<file path="src/rtl/multichannel_uart_framer_if.sv">
// Sample-in / byte-out bus of multichannel_uart_framer.
// master = sample source plus FIFO side (bench), slave = framer.
interface multichannel_uart_framer_if #(
    parameter int unsigned NCH    = 2,
    parameter int unsigned DATA_W = 32
);
    logic [NCH*DATA_W-1:0] data_i;
    logic                  valid_i;
    logic                  uart_fifo_full_i;
    logic [7:0]            uart_data_o;
    logic                  uart_wr_en_o;
    logic                  busy_o;
    logic [15:0]           drop_cnt_o;

    modport master (
        output data_i, valid_i, uart_fifo_full_i,
        input  uart_data_o, uart_wr_en_o, busy_o, drop_cnt_o
    );

    modport slave (
        input  data_i, valid_i, uart_fifo_full_i,
        output uart_data_o, uart_wr_en_o, busy_o, drop_cnt_o
    );
endinterface

</file>
<file path="src/rtl/multichannel_uart_framer.sv">
// Packs an NCH-channel sample into a sync/seq/payload byte frame for the UART TX FIFO.
// Define FRAMER_CKSUM_EN to append an XOR checksum byte (seq ^ payload) to every frame.
module multichannel_uart_framer #(
    parameter int unsigned NCH       = 2,
    parameter int unsigned DATA_W    = 32,
    parameter logic [15:0] SYNC_WORD = 16'hA55A
) (
    input logic                      clk,
    input logic                      rst,
    multichannel_uart_framer_if.slave bus
);
    localparam int unsigned NBYTES  = (DATA_W + 7) / 8;
    localparam int unsigned CH_BITS = NBYTES * 8;
    localparam int unsigned NTOT    = NCH * NBYTES;
    localparam int unsigned IDX_W   = (NTOT > 1) ? $clog2(NTOT) : 1;
    localparam int unsigned NSLOT   = 1 << IDX_W;
    localparam logic [IDX_W-1:0] LAST_IDX = IDX_W'(NTOT - 1);

    typedef enum logic [2:0] {
        IDLE, SYNC0, SYNC1, SEQ,
`ifdef FRAMER_CKSUM_EN
        PAYLOAD, CKSUM
`else
        PAYLOAD
`endif
    } state_t;

    state_t                state, state_nxt;
    logic [NCH*DATA_W-1:0] active, pend;
    logic                  pend_valid;
    logic [IDX_W-1:0]      idx;
    logic [7:0]            seq, frame_seq;
    logic [15:0]           drop_cnt;
    logic [CH_BITS-1:0]    ext;
    logic [7:0]            pay_bytes [NSLOT];
    logic                  wr, last, start;

    // Flattened payload, ch0 first, each channel sign-extended and MSB byte first
    always_comb begin
        ext = '0;
        for (int unsigned s = 0; s < NSLOT; s++) pay_bytes[s] = '0;
        for (int unsigned k = 0; k < NCH; k++) begin
            ext = CH_BITS'(signed'(active[k*DATA_W +: DATA_W]));
            for (int unsigned b = 0; b < NBYTES; b++)
                pay_bytes[IDX_W'(k*NBYTES + b)] = ext[(NBYTES-1-b)*8 +: 8];
        end
    end

`ifdef FRAMER_CKSUM_EN
    logic [7:0] cksum;
    always_comb begin
        cksum = frame_seq;
        for (int unsigned s = 0; s < NSLOT; s++) cksum = cksum ^ pay_bytes[s];
    end
`endif

    always_comb begin
        wr = (state != IDLE) && !bus.uart_fifo_full_i;
`ifdef FRAMER_CKSUM_EN
        last = wr && (state == CKSUM);
`else
        last = wr && (state == PAYLOAD) && (idx == LAST_IDX);
`endif
        start = ((state == IDLE) && bus.valid_i) || (last && (pend_valid || bus.valid_i));
    end

    always_ff @(posedge clk) begin
        if (rst) state <= IDLE;
        else     state <= state_nxt;
    end

    always_comb begin
        state_nxt = state;
        case (state)
            IDLE:    if (bus.valid_i) state_nxt = SYNC0;
            SYNC0:   if (wr) state_nxt = SYNC1;
            SYNC1:   if (wr) state_nxt = SEQ;
            SEQ:     if (wr) state_nxt = PAYLOAD;
            PAYLOAD: begin
`ifdef FRAMER_CKSUM_EN
                if (wr && idx == LAST_IDX) state_nxt = CKSUM;
`endif
            end
            default: state_nxt = state;
        endcase
        if (last) state_nxt = (pend_valid || bus.valid_i) ? SYNC0 : IDLE;
    end

    always_comb begin
        bus.uart_wr_en_o = wr;
        bus.busy_o       = (state != IDLE);
        bus.drop_cnt_o   = drop_cnt;
        case (state)
            SYNC0:   bus.uart_data_o = SYNC_WORD[15:8];
            SYNC1:   bus.uart_data_o = SYNC_WORD[7:0];
            SEQ:     bus.uart_data_o = frame_seq;
            PAYLOAD: bus.uart_data_o = pay_bytes[idx];
`ifdef FRAMER_CKSUM_EN
            CKSUM:   bus.uart_data_o = cksum;
`endif
            default: bus.uart_data_o = '0;
        endcase
    end

    always_ff @(posedge clk) begin
        if (rst) begin
            active     <= '0;
            pend       <= '0;
            pend_valid <= 1'b0;
            idx        <= '0;
            seq        <= '0;
            frame_seq  <= '0;
            drop_cnt   <= '0;
        end else begin
            if (start) begin
                active    <= (state != IDLE && pend_valid) ? pend : bus.data_i;
                frame_seq <= seq;
                seq       <= seq + 8'd1;
                idx       <= '0;
            end else if (state == PAYLOAD && wr && idx != LAST_IDX) begin
                idx <= idx + 1'b1;
            end
            // On the final write the pending slot is freed first, so a same-cycle valid refills it
            if (last) begin
                pend_valid <= pend_valid && bus.valid_i;
                if (pend_valid && bus.valid_i) pend <= bus.data_i;
            end else if (state != IDLE && bus.valid_i) begin
                if (!pend_valid) begin
                    pend       <= bus.data_i;
                    pend_valid <= 1'b1;
                end else if (drop_cnt != '1) begin
                    drop_cnt <= drop_cnt + 16'd1;
                end
            end
        end
    end
endmodule

</file>
<file path="src/flat_wrapper.sv">
// flat-port wrapper written by rule: the top's interface ports become plain ports
module multichannel_uart_framer_flat 
#(
    parameter int unsigned NCH       = 2,
    parameter int unsigned DATA_W    = 32,
    parameter logic [15:0] SYNC_WORD = 16'hA55A
)
  (clk, rst, bus_data_i, bus_valid_i, bus_uart_fifo_full_i, bus_uart_data_o, bus_uart_wr_en_o, bus_busy_o, bus_drop_cnt_o);
  multichannel_uart_framer_if #(.NCH(NCH), .DATA_W(DATA_W)) bus_i ();
  input logic clk;
  input logic rst;
  input wire logic [$bits(bus_i.data_i)-1:0] bus_data_i;
  input wire logic [$bits(bus_i.valid_i)-1:0] bus_valid_i;
  input wire logic [$bits(bus_i.uart_fifo_full_i)-1:0] bus_uart_fifo_full_i;
  output wire logic [$bits(bus_i.uart_data_o)-1:0] bus_uart_data_o;
  output wire logic [$bits(bus_i.uart_wr_en_o)-1:0] bus_uart_wr_en_o;
  output wire logic [$bits(bus_i.busy_o)-1:0] bus_busy_o;
  output wire logic [$bits(bus_i.drop_cnt_o)-1:0] bus_drop_cnt_o;
  assign bus_i.data_i = bus_data_i;
  assign bus_i.valid_i = bus_valid_i;
  assign bus_i.uart_fifo_full_i = bus_uart_fifo_full_i;
  assign bus_uart_data_o = bus_i.uart_data_o;
  assign bus_uart_wr_en_o = bus_i.uart_wr_en_o;
  assign bus_busy_o = bus_i.busy_o;
  assign bus_drop_cnt_o = bus_i.drop_cnt_o;
  multichannel_uart_framer #(.NCH(NCH), .DATA_W(DATA_W), .SYNC_WORD(SYNC_WORD)) u_core (.clk(clk), .rst(rst), .bus(bus_i));
endmodule
</file>
<file path="config.mk">
export PLATFORM = sky130hd
export DESIGN_NAME = multichannel_uart_framer_flat
export DESIGN_NICKNAME = d
export VERILOG_FILES = /design/src/rtl/multichannel_uart_framer_if.sv /design/src/rtl/multichannel_uart_framer.sv /design/src/flat_wrapper.sv
export SDC_FILE = /design/constraint.sdc
export NUM_CORES = 1
export LEC_CHECK = 0
export ABC_AREA = 1
export CAP_MARGIN = 20
export CORE_MARGIN = 3
export CORE_UTILIZATION = 60
export CTS_BUF_LIST = sky130_fd_sc_hd__clkbuf_8
export DETAILED_ROUTE_END_ITERATION = 10
export PLACE_DENSITY = 0.84
export SLEW_MARGIN = 5
export SYNTH_ARGS = -nofsm -noshare
export SYNTH_HDL_FRONTEND = slang
export SYNTH_SLANG_ARGS = --single-unit
export TNS_END_PERCENT = 50
</file>
<file path="constraint.sdc">
create_clock -name clk -period 2.4 [get_ports clk]
set_input_delay 0.36 -clock clk [delete_from_list [all_inputs] [get_ports clk]]
set_output_delay 0.36 -clock clk [all_outputs]
set_load 0.1 [all_outputs]
</file>
======== Word level (Yosys, flattened, before mapping) ========
Index checks and enable logic that the tools add are counted.
W data, S select, Z words.
word-level totals
  register bits after elaboration ......... 167
  bits of input ports ..................... 68
  output and inout bits ................... 26
operators by class
  $add $sub $neg .......................... 3
  order comparisons ....................... 1
  eq/ne operators ......................... 13
  multiplexer cells ....................... 18
  bitwise logic cells ..................... 2
  reduce and logical (&&, ||, !) cells .... 20
operators by type and width
  operator                 number
  $mux W64                 5
  $pmux W8 S4              1
  $bmux W8 S3              1
  $add A16 B1 Y16 const B  1
  $mux W8                  2
  $ne A16 B16 Y1 const B   1
  $mux W3                  5
  $pmux W3 S4              1
  $logic_and A1 B1 Y1      9
  $ne A3 B1 Y1 const B     3
  $add A8 B1 Y8 const B    1
  $eq A3 B2 Y1 const B     2
  $eq A3 B3 Y1 const B     2
  $reduce_and A5 Y1        1
  $reduce_bool A5 Y1       1
  $ge A4 B4 Y1 const B     1
  $ne A2 B2 Y1 const B     2
  $not A3 Y4               1
  $reduce_and A4 Y1        1
  $add A3 B1 Y3 const B    1
  $eq A3 B1 Y1 const B     1
  $logic_not A3 Y1         1
  $mux W1                  3
  $ne A3 B2 Y1 const B     1
  8 further kinds          9

======== Depth between registers and ports, before layout ========
Gate-level depths: netlist (run 1).
  depth in word-level cells ............... 7
  mapped depth ............................ 11
  depth with buffers taken out ............ 9

======== Worst setup path before layout (run 1) ========
Ideal clock, no wire load.
  path kind ............................... register to output
  start ................................... register u_core.state[2]
  end ..................................... output port bus_uart_wr_en_o
  arrival ................................. 2331 ps
  data required time ...................... 2040 ps
  setup slack ............................. -291 ps
  stages on the path, launching flop included .. 5
  path buffers ............................ 0
  path through ............................ dfxtp_1 -> inv_2 -> nand2_2 -> inv_1 -> nor2_1
between the ends
  longest elaborated chain between the ends .. 2
RTL lines
  item                    RTL line                        text
  start, declared         multichannel_uart_framer.sv:28  state_t state, state_nxt;
  start signal, assigned  multichannel_uart_framer.sv:69  else state <= state_nxt;
  $reduce_bool A3 Y1      -
  via bus_busy_o          flat_wrapper.sv:17              output wire logic [$bits(bus_i.busy_o)-1:0] bus_busy_o;
  $logic_and A1 B1 Y1     multichannel_uart_framer.sv:58  wr = (state != IDLE) && !bus.uart_fifo_full_i;
  end, declared           flat_wrapper.sv:16              output wire logic [$bits(bus_i.uart_wr_en_o)-1:0] bus_uart_wr_en_o;
The timed path passes the listed nets, and every way through them passes these cells.

======== Worst setup path after layout (run 1) ========
  start ................................... register u_core.idx[0]
  end ..................................... output port bus_uart_data_o[4]
between the ends
  longest elaborated chain between the ends .. 5
RTL lines
  item                                        RTL line                         text
  start, declared                             multichannel_uart_framer.sv:31   logic [IDX_W-1:0] idx;
  start signal, assigned                      multichannel_uart_framer.sv:121  idx <= idx + 1'b1;
  $not A3 Y4 (not written as such)            multichannel_uart_framer.sv:97   PAYLOAD: bus.uart_data_o = pay_bytes[idx];
  $bmux W8 S3                                 multichannel_uart_framer.sv:97
  $mux W8 (not written as such) (2 in a row)  multichannel_uart_framer.sv:97
  $pmux W8 S4                                 multichannel_uart_framer.sv:93   case (state)
  end, declared                               flat_wrapper.sv:15               output wire logic [$bits(bus_i.uart_data_o)-1:0] bus_uart_data_o;
Every way passes these cells. The select of a mux whose other input is x is not followed.

==> metrics.md, run 1 <==
| Metric | Value |
|---|---|
| Register Area | `3350 sq um` |
| Multi-input gate area | `4150 sq um` |
| Commonest non-fill, non-tap cell in the layout | `nor2_1` |
| Share of layout cells above drive strength 1 | `just over 7%` |
| Worst vdd ir | `609 uV` |
| Largest net degree at the start of global routing | `approximately 150` |
| Hold-fix buffers, CTS | `0` |
| Routed WL per cell | `between 10 and 15 um` |
| DRC Markers | `0` |
| Core ar. | `13300 sq um` |
| First-pass DRT Iterations | `5` |
| Worst min path class | `reg2reg` |
| Vias in the first global route | `7045` |
| Routed wire length | `19.5 mm` |
| CP Class | `reg2out` |
| Clk_lat worst skew | `0.47 ns` |
| Leak | `4.55 nW` |
| Crit-path leading delay family | `compound AO/OA/AOI/OAI gates` |
| Most frequent CP cell | `nand2_1` |
| HPWL Detailed | `13.1 mm` |
| Die ar. | `~15000 sq um` |
| Crit path max-delay cell type | `dfxtp_2` |
| Most frequent cells in the layout | `365 x nor2_1, 305 x nand2_1, 165 x dfxtp_1` |
| TritonCTS Buffers | `17` |
| Netlist cell types | `27` |
| #FFs+latches synth | `167` |
| MaxCap Viol Count | `0` |
| Root Driver | `clkbuf_8` |
| First-pass GRT wire length | `31.7 mm` |
| Setup crit end kind | `output pin` |
| Diode count | `0` |
| DR iter-0 viols | `796` |
| Initial antenna violation count | `0` |
| GP Congestion | `0.910` |
| Post-synthesis net count | `1376` |
| CP max stage delay | `0.37 ns` |
| Setup Viol. Count Final | `0` |
| Final Critical Period | `2.35 ns` |
| Postcts setup bufs | `0` |
| CP max FO | `21` |
| Total GRT Usage | `25.7%` |
| Chip Width | `123 um` |
| Outcome | `completed` |
| CP Launch Type | `flip-flop` |
| CP Buf/Inv Count | `3` |
| Via count | `approximately 8100` |
| Port bufs | `93` |
| Post-Syn Area | `8280 sq um` |
| CP cell instances | `inv_1 -> buf_6 -> o21ai_2 -> nand2_1 -> o211ai_1 -> nand2_1 -> buf_12` |
| FILL cells | `1135` |
| Cell area power density | `1080 nW/um^2` |
| Clock-pin slew on the worst setup and hold paths | `0.08 ns` |
| Rows | `42` |
| Area delta synth->final | `17.3%` |
| Htree depth | `4` |
| Critical path data arrival time | `1.99 ns` |
| Fin area | `9710 sq um` |
| Max Fclk | `approximately 430 MHz` |
| Total design power | `0.0105 W` |
| # IOs | `94` |
| RSZ-0062 raised after global routing | `false` |
| Clk buf depth | `2` |
| Clk sinks | `167` |
| Die H | `123 um` |
| Via density | `5.22` |
| Nets | `roughly 1400` |
| Area after DPL | `9290 sq um` |
| Mapped Cells | `1304` |
| Worst Skew | `0.0119 ns` |
| Post-route ant nets | `0` |
| Grt ovf | `0` |
| Req. time, crit path | `about 2 ns` |
| Final core utilization | `72.8%` |
| Sequential area share after synthesis | `between 40% and 50%` |
| Yosys warning count | `0` |
| Final Hold Fails | `0` |
| Final worst-path cycle share | `98.0%` |
| Slew margin rel. | `57.8%` |
| CTS tree | `done` |
| Worst Tran Pin Value | `0.634 ns` |
| Avg Inst Size Synth | `between 6 and 7 sq um` |
| Final Max Tran Viols | `0` |
| Initial Util | `62.0%` |
cells by family after synthesis:
family                     Yosys count  synth area share (%)
and+or+nand+nor                    725                  34.3
AOI/OAI and AO/OA                  225                  14.1
buffers and inverters              176                  9.81
DFF                                167                  40.4
xor gates and xnor gates             7                 0.741
adders and majority gates            4                 0.605
worst reg2reg max path: cells and delay by family (launching register included):
family / cells / cell delay [ns]
buffers and inverters: 4 / 0.76
adder cells (fa/ha/maj): 2 / 0.43
flip-flops: 1 / 0.35
AND/OR/NAND/NOR: 5 / 0.57
stage by stage:
| step | setup slack [ns] | hold slack, ns | cells | setup TNS, ns |
|---|---|---|---|---|
| 4_1_cts | -0.00542 | 0.464 | 1549 | -0.0127 |
| 6_report | 0.0481 | 0.493 | 1549 | 0 |
| 3_3_place_gp | 0.247 | 0.459 | 1517 | 0 |
| 5_1_grt | 0.00688 | 0.474 | 1549 | 0 |
| 3_5_place_dp | 0.194 | 0.480 | 1517 | 0 |
| 2_1_floorplan | 0.0303 | 0.449 | 1304 | 0 |
timing repair:
action	CTS	global route
gates resized for setup	6	16
setup endpoints to repair	6	7
pin swaps	3	5
flip-flops by register name, summed over array words and instances (netlist names):
name and flops:
u_core.active 64, u_core.pend 64, u_core.bus.drop_cnt_o 16, u_core.frame_seq 8, u_core.seq 8, u_core.idx 3, u_core.state 3, u_core.pend_valid 1
per-layer routing:
layer  track usage [%]  part of all wire, %  up-vias
li1                  -                    -     4188
met1              33.8                   45     3631
met2              42.0                   47      221
met3              4.80                  5.1       39
met4              9.83                  2.4        0
met5                 0                    0        -
final timing paths:
kind | cells past startpoint | end | start | slack (ns)
worst max-delay path | 7 | bus_uart_data_o[4] | u_core.idx[0] | 0.05
worst max register to register | 11 | u_core.active[13] | u_core.idx[0] | 0.24
worst min-delay path | 2 | u_core.frame_seq[0] | u_core.frame_seq[0] | 0.49
worst min register to register | 2 | u_core.frame_seq[0] | u_core.frame_seq[0] | 0.49
Yosys cell counts (all sizes together):
master / count / area [sq um]
nor2: 370 / 1400
nand2: 310 / 1170
o21ai: 184 / 921
dfxtp: 167 / 3340
inv: 99 / 372
buf: 43 / 312
clkbuf: 34 / 129
nand3: 31 / 165
a21oi: 24 / 120
o211ai: 16 / 120
nand4: 12 / 90.1
ha: 4 / 50.1
xnor2: 4 / 35.0
xor2: 3 / 26.3
nand3b: 2 / 15.0
a221oi: 1 / 8.76
power breakdown:
part           internal, W  total (W)  switching [W]
Combinational      0.00152    0.00466        0.00315
Sequential         0.00352    0.00387       0.000350
Clock             0.000986    0.00198       0.000997
Total              0.00602     0.0105        0.00449
final cells by class:
cell class              count  share of cell area [%]
inverters                  99                    3.88
flip-flops and latches    167                    34.5
multi-input cells         961                    42.8
clock buffers              20                    2.83
repair buffers            114                    12.7
well taps                 176                    2.27
clock inverters            12                    1.12
Note: power is estimated with default switching activity, not from simulation.
==> inputs of run 2 (changes only) <==
--- a/config.mk
+++ b/config.mk
@@ -8,10 +8,10 @@
 export ABC_AREA = 1
 export CAP_MARGIN = 20
 export CORE_MARGIN = 3
-export CORE_UTILIZATION = 60
+export CORE_UTILIZATION = 63
 export CTS_BUF_LIST = sky130_fd_sc_hd__clkbuf_8
 export DETAILED_ROUTE_END_ITERATION = 10
-export PLACE_DENSITY = 0.84
+export PLACE_DENSITY = 0.88
 export SLEW_MARGIN = 5
 export SYNTH_ARGS = -nofsm -noshare
 export SYNTH_HDL_FRONTEND = slang
==> metrics.md, run 2 (synthesis gave the netlist of run 1 again) <==
| Metric | Value |
|---|---|
| Outcome | `completed` |
| Combinational power share | `45.4% (+1.1 points)` |
| GP Congestion | `0.889 (-2.3%)` |
| Via count | `8122 (+0.53%)` |
| Core ar. | `12700 sq um (-4.7%)` |
| Total GRT Usage | `26.7% (+0.95 points)` |
| Worst reg2reg startpoint | `u_core.idx[0]` |
| Htree depth | `4 (unchanged)` |
| Register Area | `3350 sq um (+0.15%)` |
| Reg2Reg Capture Point | `u_core.idx[1]` |
| Max Fclk | `419 MHz (-1.5%)` |
| Initial antenna violation count | `0 (unchanged)` |
| Commonest non-fill, non-tap cell in the layout | `nor2_1` |
| Top layer in use | `met4` |
| Leak | `4.54 nW (-0.20%)` |
| CP Class | `reg2out` |
| Worst min path class | `in2reg` |
| Worst vdd ir | `617 uV (+1.3%)` |
| Clk_lat worst skew | `0.49 ns (+0.02 ns)` |
| Switching Fraction | `43.5% (+0.71 points)` |
| Port bufs | `93 (unchanged)` |
| Vias in the first global route | `7046 (+0.014%)` |
| Setup crit end kind | `output pin` |
| Die H | `121 um (-2.3%)` |
| Met2 wire len | `9.69 mm (+5.0%)` |
| Dpl ws | `0.152 ns (-0.0426 ns)` |
| Worst hold path stage count | `3 (+1)` |
| Worst Skew | `0.00996 ns (-0.00193 ns)` |
| Post-route ant nets | `0 (unchanged)` |
| First-pass DRT Iterations | `5 (unchanged)` |
| Fin area | `9730 sq um (+0.18%)` |
| Initial Util | `65.1% (+3.1 points)` |
| Clk buf depth | `2 (unchanged)` |
| Routed WL per cell | `13.0 um (+3.0%)` |
| Final core utilization | `76.5% (+3.7 points)` |
| Critical path data arrival time | `2.03 ns (+0.04 ns)` |
| Multi-input gate area | `4160 sq um (about the same)` |
| Via density | `5.27 (+0.99%)` |
| Grt ovf | `0 (unchanged)` |
| Final non-filler cell total | `1542 (-0.45%)` |
| Cell area power density | `1060 nW/um^2 (-1.7%)` |
| Die ar. | `14600 sq um (-4.5%)` |
| Net switching power | `0.00450 W (about the same)` |
| CTS tree | `done` |
| Final Max Tran Viols | `0 (unchanged)` |
| Slew margin rel. | `58.6% (+0.85 points)` |
| # IOs | `94 (unchanged)` |
| DRC Markers | `0 (unchanged)` |
| CP Launch Type | `flip-flop` |
| Chip Width | `121 um (-2.3%)` |
| Worst Tran Pin Value | `0.621 ns (-0.0127 ns)` |
| Flop2flop setup slack | `0.17 ns (-0.07 ns)` |
| Largest net degree at the start of global routing | `147 (unchanged)` |
| Dpl cells | `1507 (-0.66%)` |
| Most frequent cells in the layout | `365 x nor2_1, 303 x nand2_1, 165 x dfxtp_1` |
| HPWL Detailed | `12.5 mm (-4.6%)` |
| Share of layout cells above drive strength 1 | `7.01% (-0.058 points)` |
| Area after DPL | `9250 sq um (-0.40%)` |
| Final worst-path cycle share | `99.5% (+1.5 points)` |
| Req. time, crit path | `2.04 ns (about the same)` |
| Met1 WL | `8.59 mm (-2.4%)` |
| FILL cells | `1016 (-10%)` |
| Internal | `0.00585 W (-2.8%)` |
| Setup Viol. Count Final | `0 (unchanged)` |
| RSZ-0062 raised after global routing | `true` |
| FF-to-FF path depth | `11 (unchanged)` |
| Clk sinks | `167 (unchanged)` |
| Root Driver | `clkbuf_8` |
| CP max FO | `15 (-29%)` |
| Final Critical Period | `2.39 ns (+0.0358 ns)` |
| Final Hold Fails | `0 (unchanged)` |
| Power share of the sequential group | `37.4% (+0.6 points)` |
| Min-delay src | `bus_data_i[37]` |
| Clk pwr share | `17.3% (-1.6 points)` |
| Nets | `1432 (unchanged)` |
| Area delta synth->final | `17.5%` |
| Setup WS post-layout | `0.0123 ns (-0.0358 ns)` |
| Routed wire length | `20.0 mm (+2.6%)` |
| Endpoint, Worst Hold | `u_core.pend[37]` |
| Rows | `41 (-2.4%)` |
| MaxCap Viol Count | `0 (unchanged)` |
| DR iter-0 viols | `823 (+3.4%)` |
| Clock-pin slew on the worst setup and hold paths | `0.08 ns (about the same)` |
| Diode count | `0 (unchanged)` |
| TritonCTS Buffers | `17 (unchanged)` |
| Met3 routed WL | `1.42 mm (+43%)` |
| First-pass GRT wire length | `31.9 mm (+0.52%)` |
[run 2: cell types whose count changed in the layout (fill, tap and decap cells not counted), moves of 3 or more]
cell and delta:
o21ai_0 -3, o21ai_1 +4, buf_4 -4, buf_12 +3, clkinv_2 -3
[run 2: worst max path at each step]
| stage | from | endpoint | slack, ns |
|---|---|---|---|
| detailed placement | bus_uart_fifo_full_i | u_core.idx[2] | 0.15 |
| global placement | bus_uart_fifo_full_i | u_core.idx[1] | 0.19 |
| finish | u_core.idx[0] | bus_uart_data_o[2] | 0.01 |
| CTS | u_core.idx[1] | bus_uart_data_o[7] | -0.01 |
| global route | u_core.idx[0] | bus_uart_data_o[6] | -0.05 |
| floorplan | u_core.bus.drop_cnt_o[0] | u_core.bus.drop_cnt_o[12] | 0.03 |
[run 2: power groups by stage]
| stage | logic (W) | clock network [W] | registers (W) |
|---|---|---|---|
| 4_1_cts | 0.00463 | 0.00181 | 0.00385 |
| 5_1_grt | 0.00523 | 0.00191 | 0.00393 |
| 3_3_place_gp | 0.00448 | 0 | 0.00388 |
| 3_5_place_dp | 0.00459 | 0 | 0.00390 |
| 2_1_floorplan | 0.00352 | 0 | 0.00384 |
| 6_report | 0.00469 | 0.00179 | 0.00387 |
[run 2: cell type report]
| type | count | area share [%] |
|---|---|---|
| clock buffer | 22 | 3.11 |
| clock inverter | 7 | 0.334 |
| inverter | 99 | 3.91 |
| multi-input combinational | 961 | 42.7 |
| sequential | 167 | 34.4 |
| tap | 172 | 2.21 |
| timing repair buffer | 114 | 13.3 |
[run 2: metrics by stage]
stage	setup TNS (ns)	hold WS [ns]	power (W)
after floorplan	0	0.449	0.00736
after detailed placement	0	0.475	0.00849
after global placement	0	0.465	0.00836
after global routing	-0.146	0.474	0.0111
final	0	0.478	0.0103
after CTS	-0.0179	0.464	0.0103
[run 2: critical path: stages, from the launching register on]
cell	delay, ns
dfxtp_4	0.41
inv_1	0.09
buf_6	0.16
o21ai_1	0.20
nand2_1	0.09
o211ai_1	0.21
nand2_1	0.17
buf_12	0.20
[run 2: what timing repair did]
item | in CTS | in global routing
setup endpoints to repair | 8 | 8
endpoints found under the hold margin | 0 | 0
gates resized for setup | 14 | 18
hold buffers | 0 | 0
setup buffers | 0 | 4
gates cloned | 0 | 2
pin swaps | 0 | 6
[run 2: layer usage]
layer | global-route usage (%) | up-vias
met5 | 0 | -
met4 | 7.08 | 0
met3 | 6.36 | 27
met2 | 45.0 | 279
met1 | 34.3 | 3638
li1 | - | 4178
==> inputs of run 3 (changes only) <==
--- a/config.mk
+++ b/config.mk
@@ -12,6 +12,7 @@
 export CTS_BUF_LIST = sky130_fd_sc_hd__clkbuf_8
 export DETAILED_ROUTE_END_ITERATION = 10
 export PLACE_DENSITY = 0.88
+export SKIP_LAST_GASP = 1
 export SLEW_MARGIN = 5
 export SYNTH_ARGS = -nofsm -noshare
 export SYNTH_HDL_FRONTEND = slang
==> metrics.md, run 3 (synthesis gave the netlist of run 1 again) <==
| Metric | Value |
|---|---|
| FILL cells | `1016 (unchanged)` |
| CTS tree | `done` |
| CP max FO | `11 (-4)` |
| Most frequent cells in the layout | `365 x nor2_1, 303 x nand2_1, 165 x dfxtp_1` |
| Switching Fraction | `43.4% (-0.068 points)` |
| Max Fclk | `424 MHz (+1.3%)` |
| Internal | `0.00585 W (about the same)` |
| GP Congestion | `0.889 (unchanged)` |
| Area after DPL | `9250 sq um (unchanged)` |
| Critical Path End | `bus_uart_data_o[3]` |
| Worst Skew | `0.0110 ns (+0.00109 ns)` |
| Fin area | `9720 sq um (about the same)` |
| DRC Markers | `0 (unchanged)` |
| Final core utilization | `76.4% (about the same)` |
| Worst vdd ir | `613 uV (-0.65%)` |
| Vias in the first global route | `7046 (unchanged)` |
| Clk buf depth | `2 (unchanged)` |
| Largest net degree at the start of global routing | `147 (unchanged)` |
| Diode count | `0 (unchanged)` |
| Net switching power | `0.00449 W (-0.24%)` |
| Worst min path class | `in2reg` |
| Critical path data arrival time | `2.00 ns (-0.03 ns)` |
| Chip Width | `121 um (unchanged)` |
| Area delta synth->final | `17.5% (about the same)` |
| DR iter-0 viols | `802 (-2.6%)` |
| TritonCTS Buffers | `17 (unchanged)` |
| Hold slack final | `0.483 ns (+0.00527 ns)` |
| Req. time, crit path | `2.04 ns (about the same)` |
| # IOs | `94 (unchanged)` |
| Setup crit end kind | `output pin` |
| Commonest non-fill, non-tap cell in the layout | `nor2_1` |
| Root Driver | `clkbuf_8` |
| Flop2flop setup slack | `0.17 ns (about the same)` |
| Leak | `4.54 nW (about the same)` |
| Routed WL per cell | `12.9 um (-0.41%)` |
| Share of layout cells above drive strength 1 | `7.09% (+0.078 points)` |
| Combinational power share | `45.3% (about the same)` |
| First-pass GRT wire length | `31.9 mm (unchanged)` |
| Final Max Tran Viols | `0 (unchanged)` |
| Initial Util | `65.1% (unchanged)` |
| Slew margin rel. | `57.8% (-0.82 points)` |
| Reg2Reg Capture Point | `u_core.idx[1]` |
| Clock-pin slew on the worst setup and hold paths | `0.08 ns (about the same)` |
| HPWL Detailed | `12.5 mm (unchanged)` |
| Core ar. | `12700 sq um (unchanged)` |
| Multi-input gate area | `4160 sq um (about the same)` |
| CP Class | `reg2out` |
| Post-route ant nets | `0 (unchanged)` |
| MaxCap Viol Count | `0 (unchanged)` |
| Total GRT Usage | `26.7% (unchanged)` |
| Worst reg2reg startpoint | `u_core.idx[0]` |
| First-pass DRT Iterations | `5 (unchanged)` |
| Initial antenna violation count | `0 (unchanged)` |
| Rows | `41 (unchanged)` |
| Nets | `1431 (-0.070%)` |
| Via density | `5.24 (-0.55%)` |
| Die H | `121 um (unchanged)` |
| FF-to-FF path depth | `11 (unchanged)` |
| Hold-fix buffers, CTS | `0 (unchanged)` |
| Worst Setup SP | `u_core.idx[1]` |
| Die ar. | `14600 sq um (unchanged)` |
| CP Launch Type | `flip-flop` |
| Final setup TNS | `0 ns (unchanged)` |
| Via count | `8072 (-0.62%)` |
| Clk sinks | `167 (unchanged)` |
| Grt ovf | `0 (unchanged)` |
| Worst Tran Pin Value | `0.633 ns (+0.0123 ns)` |
| Cell area power density | `1060 nW/um^2 (about the same)` |
| Clk pwr share | `17.3% (about the same)` |
| Port bufs | `93 (unchanged)` |
| Routed wire length | `19.9 mm (-0.47%)` |
| Power share of the sequential group | `37.4% (about the same)` |
| Final Critical Period | `2.36 ns (-0.0297 ns)` |
| Register Area | `3350 sq um (unchanged)` |
| Htree depth | `4 (unchanged)` |
| Final Hold Fails | `0 (unchanged)` |
| Setup WS post-layout | `0.0420 ns (+0.0297 ns)` |
| Clk_lat worst skew | `0.48 ns (about the same)` |
| Dpl ws | `0.152 ns (unchanged)` |
| Outcome | `completed` |
| Final worst-path cycle share | `98.3% (-1.2 points)` |
| Setup Viol. Count Final | `0 (unchanged)` |
[run 3: cell types whose count changed in the layout (fill, tap and decap cells not counted), sizes merged]
cell  before  now
buf       45   44
[run 3: worst min-delay path by stage]
| stage | cells past startpoint | endpoint | start |
|---|---|---|---|
| global placement | 2 | u_core.frame_seq[0] | u_core.frame_seq[0] |
| global route | 3 | u_core.pend[12] | bus_data_i[12] |
| detailed placement | 2 | u_core.frame_seq[0] | u_core.frame_seq[0] |
| finish | 3 | u_core.pend[17] | bus_data_i[17] |
| CTS | 3 | u_core.pend[17] | bus_data_i[17] |
| floorplan | 2 | u_core.frame_seq[0] | u_core.frame_seq[0] |
[run 3: final cells by class]
| type | instances | share of cell area (%) |
|---|---|---|
| Tap cell | 172 | 2.21 |
| Inverter | 99 | 3.91 |
| Timing Repair Buffer | 113 | 13.2 |
| Multi-Input combinational cell | 961 | 42.8 |
| Clock inverter | 7 | 0.335 |
| Sequential cell | 167 | 34.5 |
| Clock buffer | 22 | 3.11 |
[run 3: power groups by stage]
stage,clock [W],combinational [W],sequential (W)
floorplan,0,0.00352,0.00384
global placement,0,0.00448,0.00388
detailed placement,0,0.00459,0.00390
CTS,0.00181,0.00463,0.00385
global route,0.00191,0.00523,0.00394
finish,0.00179,0.00469,0.00387
[run 3: through the flow]
| step | total power [W] | cells |
|---|---|---|
| 6_report | 0.0103 | 1541 |
| 5_1_grt | 0.0111 | 1541 |
| 4_1_cts | 0.0103 | 1536 |
| 3_5_place_dp | 0.00849 | 1507 |
| 3_3_place_gp | 0.00836 | 1507 |
| 2_1_floorplan | 0.00736 | 1304 |
[run 3: critical path, cell delays in order (launching register included)]
cell and delay [ns]:
dfxtp_4 0.38, buf_12 0.15, clkinvlp_4 0.13, nor2_1 0.06, o21ai_1 0.11, nand2_1 0.10
o211ai_1 0.23, nand2_1 0.16, buf_12 0.20
[run 3: per-layer routing]
layer	up-vias	share of wire, %	global-route usage (%)
li1	4179	-	-
met1	3618	44	34.3
met2	252	48	45.0
met3	23	6.1	6.36
met4	0	1.2	7.08
met5	-	0	0
[run 3: repair_timing]
action,in CTS,in global routing
cloned,0,2
setup buffers,0,3
resized for setup,12,23
pin swaps,0,6
setup endpoints to repair,8,8
